==> src/rtl/memory_arbiter_pkg.sv <==
// Shared types for the RAM arbiter: word type, RAM status and arbiter states.
package memory_arbiter_pkg;

  typedef logic [31:0] word_t;

  typedef enum logic [1:0] {
    FREE   = 2'd0,
    BUSY   = 2'd1,
    ACCESS = 2'd2,
    ERROR  = 2'd3
  } ramstate_t;

  typedef enum logic [1:0] {
    IDLE = 2'd0,
    IGNT = 2'd1,
    DGNT = 2'd2,
    TURN = 2'd3
  } arbstate_t;

  // An ERROR response ends the access exactly like ACCESS does.
  function automatic logic ram_done(input ramstate_t s);
    return (s == ACCESS) || (s == ERROR);
  endfunction

endpackage

==> src/rtl/memory_arbiter.sv <==
// Shares one single-ported RAM between instruction fetch and data access,
// data first, with a starvation counter that eventually forces a fetch.
module memory_arbiter
  import memory_arbiter_pkg::*;
#(
  parameter int STARVE_LIMIT = 4
) (
  input  logic        CLK,
  input  logic        nRST,
  input  logic        iREN,
  input  logic [31:0] iaddr,
  input  logic        dREN,
  input  logic        dWEN,
  input  logic [31:0] daddr,
  input  logic [31:0] dstore,
  input  ramstate_t   ramstate,
  input  logic [31:0] ramload,
  output logic        iwait,
  output logic        dwait,
  output logic [31:0] iload,
  output logic [31:0] dload,
  output logic        ramREN,
  output logic        ramWEN,
  output logic [31:0] ramaddr,
  output logic [31:0] ramstore,
  output logic        memerr
);

  localparam int CNT_W = $clog2(STARVE_LIMIT + 1);
  localparam logic [CNT_W-1:0] CNT_MAX = CNT_W'(STARVE_LIMIT);

  arbstate_t        state, state_nxt;
  logic [CNT_W-1:0] dcnt, dcnt_nxt;
  logic             dreq, rs_done, i_done, d_done;

  assign dreq    = dREN | dWEN;
  assign rs_done = ram_done(ramstate);
  // Completion also requires the port to still be asking; a dropped request is an abort.
  assign i_done  = (state == IGNT) & iREN & rs_done;
  assign d_done  = (state == DGNT) & dreq & rs_done;

  assign iwait = iREN & ~i_done;
  assign dwait = dreq & ~d_done;
  assign iload = ramload;
  assign dload = ramload;

  always_comb begin
    // NOTE: every output gets a default first so no path through the case infers a latch.
    state_nxt = state;
    ramREN    = 1'b0;
    ramWEN    = 1'b0;
    ramaddr   = '0;
    ramstore  = '0;
    unique case (state)
      IDLE: begin
        if (dreq && !(iREN && dcnt == CNT_MAX)) state_nxt = DGNT;
        else if (iREN)                          state_nxt = IGNT;
      end
      IGNT: begin
        if (!iREN) begin
          state_nxt = IDLE;
        end else begin
          ramREN  = 1'b1;
          ramaddr = iaddr;
          if (rs_done) state_nxt = TURN;
        end
      end
      DGNT: begin
        if (!dreq) begin
          state_nxt = IDLE;
        end else begin
          ramREN   = dREN;
          ramWEN   = dWEN;
          ramaddr  = daddr;
          ramstore = dstore;
          if (rs_done) state_nxt = TURN;
        end
      end
      TURN:    state_nxt = IDLE;
      default: state_nxt = IDLE;
    endcase
  end

  // Only data completions while a fetch is waiting count toward starvation.
  always_comb begin
    dcnt_nxt = dcnt;
    if (i_done) begin
      dcnt_nxt = '0;
    end else if (d_done) begin
      if (!iREN)                dcnt_nxt = '0;
      else if (dcnt != CNT_MAX) dcnt_nxt = dcnt + 1'b1;
    end
  end

  always_ff @(posedge CLK or negedge nRST) begin
    if (!nRST) begin
      state  <= IDLE;
      dcnt   <= '0;
      memerr <= 1'b0;
    end else begin
      // NOTE: non-blocking assignments so every register samples pre-edge values.
      state  <= state_nxt;
      dcnt   <= dcnt_nxt;
      memerr <= memerr | ((i_done | d_done) & (ramstate == ERROR));
    end
  end

endmodule

==> config.mk <==
export PLATFORM = sky130hd
export DESIGN_NAME = memory_arbiter
export DESIGN_NICKNAME = d
export VERILOG_FILES = /design/src/rtl/memory_arbiter_pkg.sv /design/src/rtl/memory_arbiter.sv
export SDC_FILE = /design/constraint.sdc
export NUM_CORES = 1
export LEC_CHECK = 0
export BUFFER_PORTS_ARGS = -buffer_cell sky130_fd_sc_hd__buf_2
export CORE_AREA = 2 2 105 107
export DETAILED_ROUTE_END_ITERATION = 7
export DIE_AREA = 0 0 107 109
export PLACE_DENSITY = 0.57
export SETUP_SLACK_MARGIN = 0.05
export SKIP_LAST_GASP = 1
export SYNTH_ARGS = -nofsm -noshare
export SYNTH_HDL_FRONTEND = slang
export SYNTH_SLANG_ARGS = --single-unit
==> constraint.sdc <==
create_clock -name CLK -period 1.9 [get_ports CLK]
set_clock_uncertainty 0.1 [all_clocks]
set_input_delay 0.19 -clock CLK [delete_from_list [all_inputs] [get_ports CLK]]
set_output_delay 0.19 -clock CLK [all_outputs]
set_load 0.02 [all_outputs]
==> reports/summary.txt <==
Worst Setup Path Type - flop to primary output
Share of cells above drive strength 1 - 77.2%
Post-synth ARST share - 100%
Hold Vio Cnt, Final - 0
First-pass GRT wire length - 11.1 mm
Logic pwr share - 89.8%
CTS Sinks - 6
Dpl cells - 463
Status - complete, but fails checks
Routed vias - 2005
CTS root buf - clkbuf_8
Clock network fraction of design power - 4.7%
Seq/Total Area, Yosys - 9.07%
Initial antenna violation count - 1
Via count of the first global-routing pass - 1925
Synth Net Count - 364
# diodes - 0
Final period util - 105%
Worst hold start - ramstate[0]
Worst VDD drop - 0.426 mV
Avg Vias per Cell - 4.13
Failing checks - setup timing
Net Sw Frac - 44.7%
Post-synth top area cell - buf_4
CP Launch Point - state[1]$_DFFE_PN0P_
Pins Over Slew Limit - 0
Initial Util - 15.6%
Synth cell types - 29
Placer Congestion - 0.732
Fin nets - 489
Startpoint types - flop
Reg2reg start - state[1]$_DFFE_PN0P_
Non-Filler Instances - 486
CP required - 1.61 ns
Internal power - 2.30 mW
Overflow after GRT - 0
Num CTS Buffers - 3
Fmax - 502 MHz
Routed length per placed instance - 17.3 um
Row count - 38
Peak fanout along the critical path - 8
Worst Path Arrival - 1.70 ns
Number of synthesized flops with an enable pin - 0
Seq cells post-synth - 6
Flop pwr share - 5.6%
Dpl hpwl - 6.01 mm
Pin count of the biggest net entering global routing - 18
Port Buffers - 171
Hold/Removal Path Class - input port to flop
Core area - 0.0106 mm2
Setup_tns - -1.54 ns
Maximum root-to-sink buffer count - 2
Final setup fails - 41
Synth warnings - 0
Clock latency on the worst-skew pair - 0.22 ns
Post-Route WL - 8.42 mm
Placed instance area - 0.00226 mm2
Share of the synthesized area in the top cell type - 29.0%
Cells after Synth - 223
Slew @ Worst Pin - 0.396 ns
RSZ-0062 raised after global routing - true
Psw - 1.86 mW
Die width - 107 um
TritonCTS clock tree - built
DRC viols - 0
DR pass1 iterations - 4
Critical Path Sink Type - primary output
Synth top cells by count - 64 x buf_4, 35 x and2_1, 33 x nor2b_1, 32 x a22oi_1, 8 x clkbuf_1
Leakage - 1.45 nW
Reg2Reg Setup Slack - 0.03 ns
Syn_area_per_cell - 7.42 um2
Power density cells - 1350 mW/mm2
Top post-synthesis cells by area - buf_4 29%, a22oi_1 15%, and2_1 13%
GRT Resource Usage Total - 12.4%
I/O Pins - 268
Synth-to-layout area growth - 86.5%
Die Y - 109 um
Initial detailed-routing violation count - 67
Final WS setup - -0.0920 ns
Slew HR - 73.5%
Post-Place Worst Slack - 0.0423 ns
Critical path cell sequence - buf_6 > ha_4 > o21a_4 > clkbuf_16 > a22oi_1 > nor2b_1 > buf_4
Final Instance Area - 0.00309 mm2
Number of H-tree levels - 1
Minimum clock period - 1.99 ns
Slowest stage delay, CP - 0.39 ns
Slowest CP cell - dfrtp_1
Mapped Area - 0.00166 mm2
Tot Pwr - 4.15 mW
Die area - 0.0117 mm2
Primary FF master, synth - dfrtp_1
Max Cap Viol - 0
DRT antenna net count - 0
Most frequent cell after synthesis - buf_4
Clock slew at reported path FFs - 0.04 ns
-- stage by stage --
| step | utilization (%) | hold WS (ns) |
|---|---|---|
| final | 29.1 | 0.197 |
| after global routing | 29.1 | 0.227 |
| after CTS | 26.5 | 0.226 |
| after detailed placement | 21.3 | -0.0687 |
| after global placement | 21.3 | -0.0696 |
| after floorplan | - | -0.206 |
-- metal layers --
| metal | track usage, % | routed length (um) |
|---|---|---|
| met2 | 21.7 | 4350 |
| met1 | 15.4 | 3320 |
| met4 | 2.78 | 86 |
| met3 | 2.93 | 648 |
| met5 | 0 | 16 |
-- layout make-up --
| type | count | area (um2) |
|---|---|---|
| well taps | 140 | 175 |
| flip-flops and latches | 6 | 150 |
| repair buffers | 198 | 1490 |
| inverters | 4 | 15.0 |
| multi-input cells | 135 | 1220 |
| clock buffers | 3 | 41.3 |
| fillers | 1161 | 7510 |
-- power groups by stage --
stage | clock network [mW] | registers (mW) | logic [mW]
global route | 0.216 | 0.236 | 3.98
finish | 0.194 | 0.231 | 3.73
floorplan | 0 | 0.224 | 1.81
global placement | 0 | 0.226 | 2.41
detailed placement | 0 | 0.230 | 2.46
CTS | 0.203 | 0.227 | 3.38
-- path summary, 6_finish.rpt --
path | depth (start not counted) | endpoint
hold / removal | 3 | memerr$_DFF_PN0_
hold reg to reg | 1 | memerr$_DFF_PN0_
setup reg to reg | 8 | state[1]$_DFFE_PN0P_
max in group asynchronous | 2 | dcnt[2]$_DFFE_PN0P_
setup / recovery | 7 | ramaddr[27]
min in group asynchronous | 2 | memerr$_DFF_PN0_
-- flip-flops by register name (all words and copies together) (netlist names) --
| register | cells |
|---|---|
| memerr | 1 |
| dcnt | 3 |
| state | 2 |
-- cell usage in the layout (no fill, tap or decap), types with 2 or more instances in the layout --
master and instances:
nand3b_1 2, nand2_1 3, ha_1 3, and2_4 17, a22oi_2 31, dfrtp_1 6
buf_16 4, clkbuf_8 3, ha_4 3, nor2b_1 25, buf_12 5, inv_2 2
nor2_1 2, and2_1 18, a21oi_1 3, clkbuf_16 3, buf_2 117, o211ai_1 2
nor3_1 2, buf_4 43, inv_1 2, buf_6 25, nor2b_2 8
-- repair_timing --
item,4_1_cts,5_1_grt
endpoints found under the setup margin,65,69
gates cloned,5,3
pin swaps,3,33
setup buffers,8,4
gates resized for setup,91,56
hold buffers,1,0
hold endpoints to repair,6,0
-- worst max-delay path: cells and delay by family (launching register included) --
family	cells	cell delay [ns]
compound gates	2	0.38
fa+ha+maj	1	0.15
buf+inv	3	0.49
flops	1	0.39
simple gates	1	0.07
-- logic make-up (layout without fill, tap and decap cells) --
logic type,count (synthesis),count (layout),share of synthesized area (%)
AOI/OAI and AO/OA,45,45,20.2
adders and majority gates,6,6,4.54
buffers and inverters,82,205,33.6
DFF,6,6,9.07
muxes,1,1,0.605
and+or+nand+nor,83,83,32.0
No activity file was read; power rests on OpenSTA's default activity.
